**src/rtl/npu_isa_pkg.sv**
```systemverilog
// NPU 32-bit instruction format: opcodes, field widths and word packers.
// Shared by the instruction encoder and the instruction decoder.
package npu_isa_pkg;

  typedef enum logic [1:0] {
    OP_LOAD  = 2'b00,
    OP_STORE = 2'b01,
    OP_MOVE  = 2'b10,
    OP_FE    = 2'b11
  } op_t;

  localparam int MAX_CHUNK   = 255;
  localparam int LINE_BYTES  = 16;
  localparam int LINE_SHIFT  = $clog2(LINE_BYTES);
  localparam int LDST_RF_W   = 9;
  localparam int LDST_LINE_W = 13;
  localparam int MOVE_ADDR_W = 10;
  localparam int FE_ADDR_W   = 24;
  localparam int EU_W        = 5;
  localparam int N_W         = 8;

  // {op[31:30], rf[29:21], sdram_line[20:8], n[7:0]}
  function automatic logic [31:0] pack_ldst(op_t op, logic [LDST_RF_W-1:0] rf,
                                            logic [LDST_LINE_W-1:0] line, logic [N_W-1:0] n);
    return {op, rf, line, n};
  endfunction

  // {2'b10, src[29:20], dst[19:10], sfrz[9], dfrz[8], n[7:0]}
  function automatic logic [31:0] pack_move(logic [MOVE_ADDR_W-1:0] src, logic [MOVE_ADDR_W-1:0] dst,
                                            logic sfrz, logic dfrz, logic [N_W-1:0] n);
    return {OP_MOVE, src, dst, sfrz, dfrz, n};
  endfunction

  // {2'b11, fun[29], eu[28:24], addr[23:0]}
  function automatic logic [31:0] pack_fe(logic fun, logic [EU_W-1:0] eu, logic [FE_ADDR_W-1:0] addr);
    return {OP_FE, fun, eu, addr};
  endfunction

endpackage

```
**src/rtl/inst_encoder_if.sv**
```systemverilog
// Command request and instruction stream bundle for inst_encoder.
// slave = the encoder itself, master = the command issuer / instruction sink.
interface inst_encoder_if #(
  parameter int RF_ADDR_W = 10,
  parameter int LINES_W   = 16
);
  import npu_isa_pkg::*;

  logic                 req_valid;
  logic                 req_ready;
  op_t                  req_op;
  logic                 req_fun;
  logic [RF_ADDR_W-1:0] req_src_addr;
  logic [RF_ADDR_W-1:0] req_dst_addr;
  logic [31:0]          req_ext_addr;
  logic [LINES_W-1:0]   req_lines;
  logic                 req_src_frz;
  logic                 req_dst_frz;
  logic [4:0]           req_eu;
  logic                 inst_valid;
  logic                 inst_ready;
  logic [31:0]          inst;
  logic                 busy;
  logic                 done;
  logic                 err;

  modport slave (
    input  req_valid, req_op, req_fun, req_src_addr, req_dst_addr, req_ext_addr,
           req_lines, req_src_frz, req_dst_frz, req_eu, inst_ready,
    output req_ready, inst_valid, inst, busy, done, err
  );

  modport master (
    output req_valid, req_op, req_fun, req_src_addr, req_dst_addr, req_ext_addr,
           req_lines, req_src_frz, req_dst_frz, req_eu, inst_ready,
    input  req_ready, inst_valid, inst, busy, done, err
  );

endinterface

```
**src/rtl/inst_encoder.sv**
```systemverilog
// Packs LOAD/STORE/MOVE/FETCH/EXEC commands into NPU instruction words,
// splitting long transfers into chunks of at most MAX_CHUNK lines.
module inst_encoder
  import npu_isa_pkg::*;
#(
  parameter int RF_ADDR_W = 10,
  parameter int LINES_W   = 16
) (
  input logic           clk,
  input logic           rst_n,
  inst_encoder_if.slave bus
);

  localparam logic [0:0] ST_IDLE  = 1'b0;
  localparam logic [0:0] ST_ISSUE = 1'b1;

  logic [0:0]             state;
  op_t                    op_q;
  logic [RF_ADDR_W-1:0]   src_q, dst_q;
  logic [LDST_LINE_W-1:0] line_q;
  logic [LINES_W-1:0]     rem_q;
  logic                   sfrz_q, dfrz_q;
  logic                   inst_valid_q, done_q, err_q;
  logic [31:0]            inst_q;

  op_t                    cur_op;
  logic [RF_ADDR_W-1:0]   cur_src, cur_dst, src_after, dst_after;
  logic [LDST_LINE_W-1:0] cur_line, line_after;
  logic [LINES_W-1:0]     cur_rem, rem_after;
  logic                   cur_sfrz, cur_dfrz;
  logic [N_W-1:0]         chunk_n;
  logic [31:0]            word;

  logic [LINES_W:0]       src_end, dst_end, line_end;
  logic                   is_ldst, is_move, is_fe, cmd_bad;

  assign bus.req_ready  = (state == ST_IDLE);
  assign bus.busy       = (state == ST_ISSUE);
  assign bus.inst_valid = inst_valid_q;
  assign bus.inst       = inst_q;
  assign bus.done       = done_q;
  assign bus.err        = err_q;

  // Range checks are widened by one bit so an overflowing sum is caught, never wrapped.
  always_comb begin
    is_fe    = (bus.req_op == OP_FE);
    is_move  = (bus.req_op == OP_MOVE);
    is_ldst  = !is_fe && !is_move;
    src_end  = (LINES_W+1)'(bus.req_src_addr) + (LINES_W+1)'(bus.req_lines);
    dst_end  = (LINES_W+1)'(bus.req_dst_addr) + (LINES_W+1)'(bus.req_lines);
    line_end = (LINES_W+1)'(bus.req_ext_addr[16:LINE_SHIFT]) + (LINES_W+1)'(bus.req_lines);
    cmd_bad  = (bus.req_ext_addr[LINE_SHIFT-1:0] != '0)
            || (!is_fe && bus.req_lines == '0)
            || (is_fe && bus.req_ext_addr[31:28] != '0)
            || (is_ldst && (bus.req_ext_addr[31:17] != '0
                            || src_end > (LINES_W+1)'(512)
                            || line_end > (LINES_W+1)'(8192)))
            || (is_move && (src_end > (LINES_W+1)'(1 << RF_ADDR_W)
                            || dst_end > (LINES_W+1)'(1 << RF_ADDR_W)));
  end

  // The first chunk comes straight from the request, later chunks from the saved registers.
  always_comb begin
    cur_op   = op_q;
    cur_src  = src_q;
    cur_dst  = dst_q;
    cur_line = line_q;
    cur_rem  = rem_q;
    cur_sfrz = sfrz_q;
    cur_dfrz = dfrz_q;
    if (state == ST_IDLE) begin
      cur_op   = bus.req_op;
      cur_src  = bus.req_src_addr;
      cur_dst  = bus.req_dst_addr;
      cur_line = bus.req_ext_addr[16:LINE_SHIFT];
      cur_rem  = is_fe ? '0 : bus.req_lines;
      cur_sfrz = bus.req_src_frz;
      cur_dfrz = bus.req_dst_frz;
    end
    chunk_n    = (cur_rem > LINES_W'(MAX_CHUNK)) ? N_W'(MAX_CHUNK) : cur_rem[N_W-1:0];
    rem_after  = cur_rem - LINES_W'(chunk_n);
    src_after  = cur_src + RF_ADDR_W'(chunk_n);
    dst_after  = cur_dst + RF_ADDR_W'(chunk_n);
    line_after = cur_line + LDST_LINE_W'(chunk_n);
    case (cur_op)
      OP_MOVE: word = pack_move(MOVE_ADDR_W'(cur_src), MOVE_ADDR_W'(cur_dst), cur_sfrz, cur_dfrz, chunk_n);
      OP_FE:   word = pack_fe(bus.req_fun, bus.req_eu, bus.req_ext_addr[27:LINE_SHIFT]);
      default: word = pack_ldst(cur_op, LDST_RF_W'(cur_src), cur_line, chunk_n);
    endcase
  end

  always_ff @(posedge clk or negedge rst_n) begin
    if (!rst_n) begin
      state        <= ST_IDLE;
      op_q         <= OP_LOAD;
      src_q        <= '0;
      dst_q        <= '0;
      line_q       <= '0;
      rem_q        <= '0;
      sfrz_q       <= 1'b0;
      dfrz_q       <= 1'b0;
      inst_valid_q <= 1'b0;
      inst_q       <= '0;
      done_q       <= 1'b0;
      err_q        <= 1'b0;
    end else begin
      done_q <= 1'b0;
      err_q  <= 1'b0;
      if (state == ST_IDLE) begin
        if (bus.req_valid) begin
          if (cmd_bad) begin
            err_q <= 1'b1;
          end else begin
            state        <= ST_ISSUE;
            op_q         <= cur_op;
            sfrz_q       <= cur_sfrz;
            dfrz_q       <= cur_dfrz;
            src_q        <= src_after;
            dst_q        <= dst_after;
            line_q       <= line_after;
            rem_q        <= rem_after;
            inst_q       <= word;
            inst_valid_q <= 1'b1;
          end
        end
      end else if (inst_valid_q && bus.inst_ready) begin
        if (rem_q == '0) begin
          state        <= ST_IDLE;
          inst_valid_q <= 1'b0;
          done_q       <= 1'b1;
        end else begin
          src_q  <= src_after;
          dst_q  <= dst_after;
          line_q <= line_after;
          rem_q  <= rem_after;
          inst_q <= word;
        end
      end
    end
  end

endmodule
```
**src/flat_wrapper.sv**
```systemverilog
// flat-port wrapper written by rule: the top's interface ports become plain ports
module inst_encoder_flat import npu_isa_pkg::*;
#(
  parameter int RF_ADDR_W = 10,
  parameter int LINES_W   = 16
)
  (clk, rst_n, bus_req_valid, bus_req_op, bus_req_fun, bus_req_src_addr, bus_req_dst_addr, bus_req_ext_addr, bus_req_lines, bus_req_src_frz, bus_req_dst_frz, bus_req_eu, bus_inst_ready, bus_req_ready, bus_inst_valid, bus_inst, bus_busy, bus_done, bus_err);
  inst_encoder_if #(.RF_ADDR_W(RF_ADDR_W), .LINES_W(LINES_W)) bus_i ();
  input logic clk;
  input logic rst_n;
  input wire logic [$bits(bus_i.req_valid)-1:0] bus_req_valid;
  input wire logic [$bits(bus_i.req_op)-1:0] bus_req_op;
  input wire logic [$bits(bus_i.req_fun)-1:0] bus_req_fun;
  input wire logic [$bits(bus_i.req_src_addr)-1:0] bus_req_src_addr;
  input wire logic [$bits(bus_i.req_dst_addr)-1:0] bus_req_dst_addr;
  input wire logic [$bits(bus_i.req_ext_addr)-1:0] bus_req_ext_addr;
  input wire logic [$bits(bus_i.req_lines)-1:0] bus_req_lines;
  input wire logic [$bits(bus_i.req_src_frz)-1:0] bus_req_src_frz;
  input wire logic [$bits(bus_i.req_dst_frz)-1:0] bus_req_dst_frz;
  input wire logic [$bits(bus_i.req_eu)-1:0] bus_req_eu;
  input wire logic [$bits(bus_i.inst_ready)-1:0] bus_inst_ready;
  output wire logic [$bits(bus_i.req_ready)-1:0] bus_req_ready;
  output wire logic [$bits(bus_i.inst_valid)-1:0] bus_inst_valid;
  output wire logic [$bits(bus_i.inst)-1:0] bus_inst;
  output wire logic [$bits(bus_i.busy)-1:0] bus_busy;
  output wire logic [$bits(bus_i.done)-1:0] bus_done;
  output wire logic [$bits(bus_i.err)-1:0] bus_err;
  assign bus_i.req_valid = bus_req_valid;
  assign bus_i.req_op = bus_req_op;
  assign bus_i.req_fun = bus_req_fun;
  assign bus_i.req_src_addr = bus_req_src_addr;
  assign bus_i.req_dst_addr = bus_req_dst_addr;
  assign bus_i.req_ext_addr = bus_req_ext_addr;
  assign bus_i.req_lines = bus_req_lines;
  assign bus_i.req_src_frz = bus_req_src_frz;
  assign bus_i.req_dst_frz = bus_req_dst_frz;
  assign bus_i.req_eu = bus_req_eu;
  assign bus_i.inst_ready = bus_inst_ready;
  assign bus_req_ready = bus_i.req_ready;
  assign bus_inst_valid = bus_i.inst_valid;
  assign bus_inst = bus_i.inst;
  assign bus_busy = bus_i.busy;
  assign bus_done = bus_i.done;
  assign bus_err = bus_i.err;
  inst_encoder #(.RF_ADDR_W(RF_ADDR_W), .LINES_W(LINES_W)) u_core (.clk(clk), .rst_n(rst_n), .bus(bus_i));
endmodule
```
**config.mk**
```make
export PLATFORM = sky130hd
export DESIGN_NAME = inst_encoder_flat
export DESIGN_NICKNAME = d
export VERILOG_FILES = /design/src/rtl/npu_isa_pkg.sv /design/src/rtl/inst_encoder_if.sv /design/src/rtl/inst_encoder.sv /design/src/flat_wrapper.sv
export SDC_FILE = /design/constraint.sdc
export NUM_CORES = 1
export LEC_CHECK = 0
export ABC_AREA = 1
export CORE_MARGIN = 2
export CORE_UTILIZATION = 57
export DETAILED_ROUTE_END_ITERATION = 7
export PLACE_DENSITY_LB_ADDON = 0.3
export SETUP_SLACK_MARGIN = 0.1
export SLEW_MARGIN = 10
export SYNTH_ARGS = -nofsm -noshare
export SYNTH_HDL_FRONTEND = slang
export SYNTH_SLANG_ARGS = --single-unit
export TNS_END_PERCENT = 20
```
**constraint.sdc**
```tcl
create_clock -name clk -period 4.2 [get_ports clk]
set_input_delay 0.42 -clock clk [delete_from_list [all_inputs] [get_ports clk]]
set_output_delay 0.42 -clock clk [all_outputs]
set_load 0.03 [all_outputs]
```
==> flow_metrics.tcl <==
set metrics [dict create \
    io_buffers 118 \
    ctsHoldBuffers 0 \
    grt_max_degree 61 \
    fmax_mhz 264 \
    grtUsageTotal 0.353 \
    cts_tree "yes" \
    cp.arrival_ns 4.07 \
    yosys-top-cells-count "576 x nand2_1, 181 x nand3_1, 128 x inv_1, 89 x dfrtp_1, 77 x nor2_1" \
    synthToLayoutAreaGrowth_pct 20.0 \
    dpl.hpwl_um 22200 \
    ant_nets 0 \
    hold_viol_final 0 \
    clock_path_buffers 2 \
    core-area_mm2 0.0150 \
    yosysSeqAreaShare 0.258 \
    route.detailed.drc 0 \
    clk_latency_ns 0.35 \
    grt_pass1_wl_um 45000 \
    n_fill_cell 1392 \
    fin_skew_ns 0.00628 \
    drt_first_pass_iters 6 \
    drv_slew 0 \
    cellLeakagePower_nw 5.60 \
    wl_per_cell_um 16.7 \
    dieHeight_um 127 \
    ctsHtreeMaxLevel 3 \
    whs_ns 0.145 \
    reg2reg_depth 22 \
    fp.dieW_um 127 \
    netlist_top_cells_area "dfrtp_1 26%, nand2_1 25%, nand3_1 10%" \
    setup_viol 0 \
    dr_total_vias 9467 \
    die_area_mm2 0.0162 \
    yosysTopAreaCellShare 0.258 \
    syn_area_per_cell_um2 6.24 \
    final_cell_area_mm2 0.0104 \
    ir_drop_mv 0.344 \
    synth_seq_cells 89 \
    slew_headroom 0.436 \
    syn-cell-area_mm2 0.00865 \
    crit_type "input port to flop" \
    synth_cell_types 44 \
    cap_violations 0 \
    status "completed" \
    drt-initial-drc-count 921 \
    hp-class "input port to async pin" \
    fin_crit_sh 0.903 \
    setup-tns-final_ns 0 \
    io_pins 119 \
    drive_above_1_share 0.0584 \
    cp_max_fo 10 \
    startpoint_type "input port" \
    dpl-instance-area_mm2 0.0101 \
    synth_top_area_cell "dfrtp_1" \
    syn_nets 1532 \
    cts_inserted_buffers 9 \
    cts.clk_slew.worst_paths_ns 0.07 \
    synthCells 1386 \
    rsz0062_at_grt "false" \
    worst_pin_slew_ns 0.845 \
    synth_flop_cell "dfrtp_1" \
    totalWireLength_um 28300 \
    required_ns 4.48 \
    fin_crit_ns 3.79 \
    globalRouteOverflowTotal 0 \
    diodes 0 \
    grt_pass1_vias 8737 \
    rows 45 \
    routed_via_density 5.59 \
    finalPower_mw 5.72 \
    synth_edf_count 0 \
    gp_congestion 0.999 \
    nNetsFinal 1648 \
    initial_core_util 0.575 \
    cp-end-kind "flop" \
    synth.most_common_cell "nand2_1" \
    p_per_area_mw_per_mm2 551 \
    async_flop_share 1.00 \
    antenna_found_initial 0 \
    cts_root_buffer "clkbuf_16" \
    yosysWarningCount 0 \
    cts_sinks 89 \
]
## placed cells by master (no fill, tap or decap), types with 5 or more instances in the layout
cell type	n
nand3b_1	7
clkbuf_16	9
xnor2_1	13
inv_1	128
clkdlybuf4s50_1	116
o21ai_0	37
nand3_1	181
nor3_1	5
nand2_1	576
a31oi_1	6
xor2_1	29
nor2_1	76
o211ai_1	9
ha_1	58
fa_1	6
a21oi_1	44
nand4_1	11
nor4_1	12
dfrtp_1	89
buf_4	31
or2_2	17
## per-stage QoR
| step | setup WS, ns | util | std cells |
|---|---|---|---|
| after floorplan | 0.394 | - | 1386 |
| after global placement | 0.204 | 0.671 | 1679 |
| after detailed placement | 0.132 | 0.671 | 1679 |
| after CTS | 0.418 | 0.690 | 1695 |
| after global routing | 0.105 | 0.690 | 1695 |
| final | 0.409 | 0.690 | 1695 |
## registers in the layout, summed over array words and instances, names as in the netlist, 2 cells and up
signal,cells
u_core.rem_q,16
u_core.dst_q,10
u_core.line_q,13
u_core.src_q,10
u_core.bus.inst,32
u_core.op_q,2
## final cells by class
cell class / count / area, um^2 / area share
clock buffers: 9 / 225 / 0.0217
clock inverters: 7 / 52.6 / 0.00506
inverters: 133 / 500 / 0.0482
multi-input cells: 1117 / 5650 / 0.544
flip-flops and latches: 89 / 2230 / 0.215
well taps: 188 / 235 / 0.0227
repair buffers: 152 / 1490 / 0.143
## worst max-delay path, cell delays in order
cell             delay [ns]
clkdlybuf4s50_1        0.52
nand2_2                0.17
nand3_1                0.12
nand2_1                0.09
nor2_1                 0.17
nand2_1                0.14
nor2_4                 0.15
inv_2                  0.09
nor2_1                 0.13
inv_1                  0.13
ha_1                   0.37
nand3_1                0.09
nand2_1                0.13
a21o_1                 0.13
a21oi_1                0.08
o21ai_0                0.29
nand2_1                0.09
a21oi_1                0.21
nand2_1                0.08
nor2_1                 0.11
xnor2_1                0.13
nand3_1                0.09
nand2_1                0.10
## report_power, final
| group | total, mW | internal [mW] | switching (mW) |
|---|---|---|---|
| clock network | 0.768 | 0.406 | 0.361 |
| registers | 1.43 | 1.21 | 0.216 |
| logic | 3.52 | 1.31 | 2.21 |
## per-layer routing
layer  share of wire  wire, um  global-route usage  vias up
li1                -         -                   -     4690
met1            0.44     12400               0.496     4296
met2            0.44     12600               0.556      417
met3           0.083      2350              0.0620       64
met4           0.033       939               0.116        0
met5               0         0                   0        -
## kinds of logic after synthesis
family,after synthesis,share of synthesized area
AOI/OAI and AO/OA,108,0.0693
adders and majority gates,64,0.0978
and+or+nand+nor,902,0.442
muxes,1,0.00116
buffers and inverters,180,0.0900
DFF,89,0.258
xor gates and xnor gates,42,0.0425
## worst paths after layout
check | startpoint | to | slack (ns)
max in group asynchronous | rst_n | u_core.bus.inst[22]$_DFFE_PN0P_ | 3.14
min in group clk | u_core.line_q[8]$_DFFE_PN0P_ | u_core.line_q[8]$_DFFE_PN0P_ | 0.47
setup reg to reg | u_core.bus.busy$_DFF_PN0_ | u_core.line_q[12]$_DFFE_PN0P_ | 0.51
hold reg to reg | u_core.line_q[8]$_DFFE_PN0P_ | u_core.line_q[8]$_DFFE_PN0P_ | 0.47
hold / removal | rst_n | u_core.op_q[0]$_DFFE_PN0P_ | 0.15
setup / recovery | bus_req_op[0] | u_core.line_q[11]$_DFFE_PN0P_ | 0.41
## timing repair
| item | in CTS | in global routing |
|---|---|---|
| buffers inserted | 0 | 0 |
| endpoints found under the hold margin | 0 | 0 |
| gates resized for setup | 0 | 3 |
| setup endpoints to repair | 0 | 1 |
Note: power is estimated with default switching activity, not from simulation.
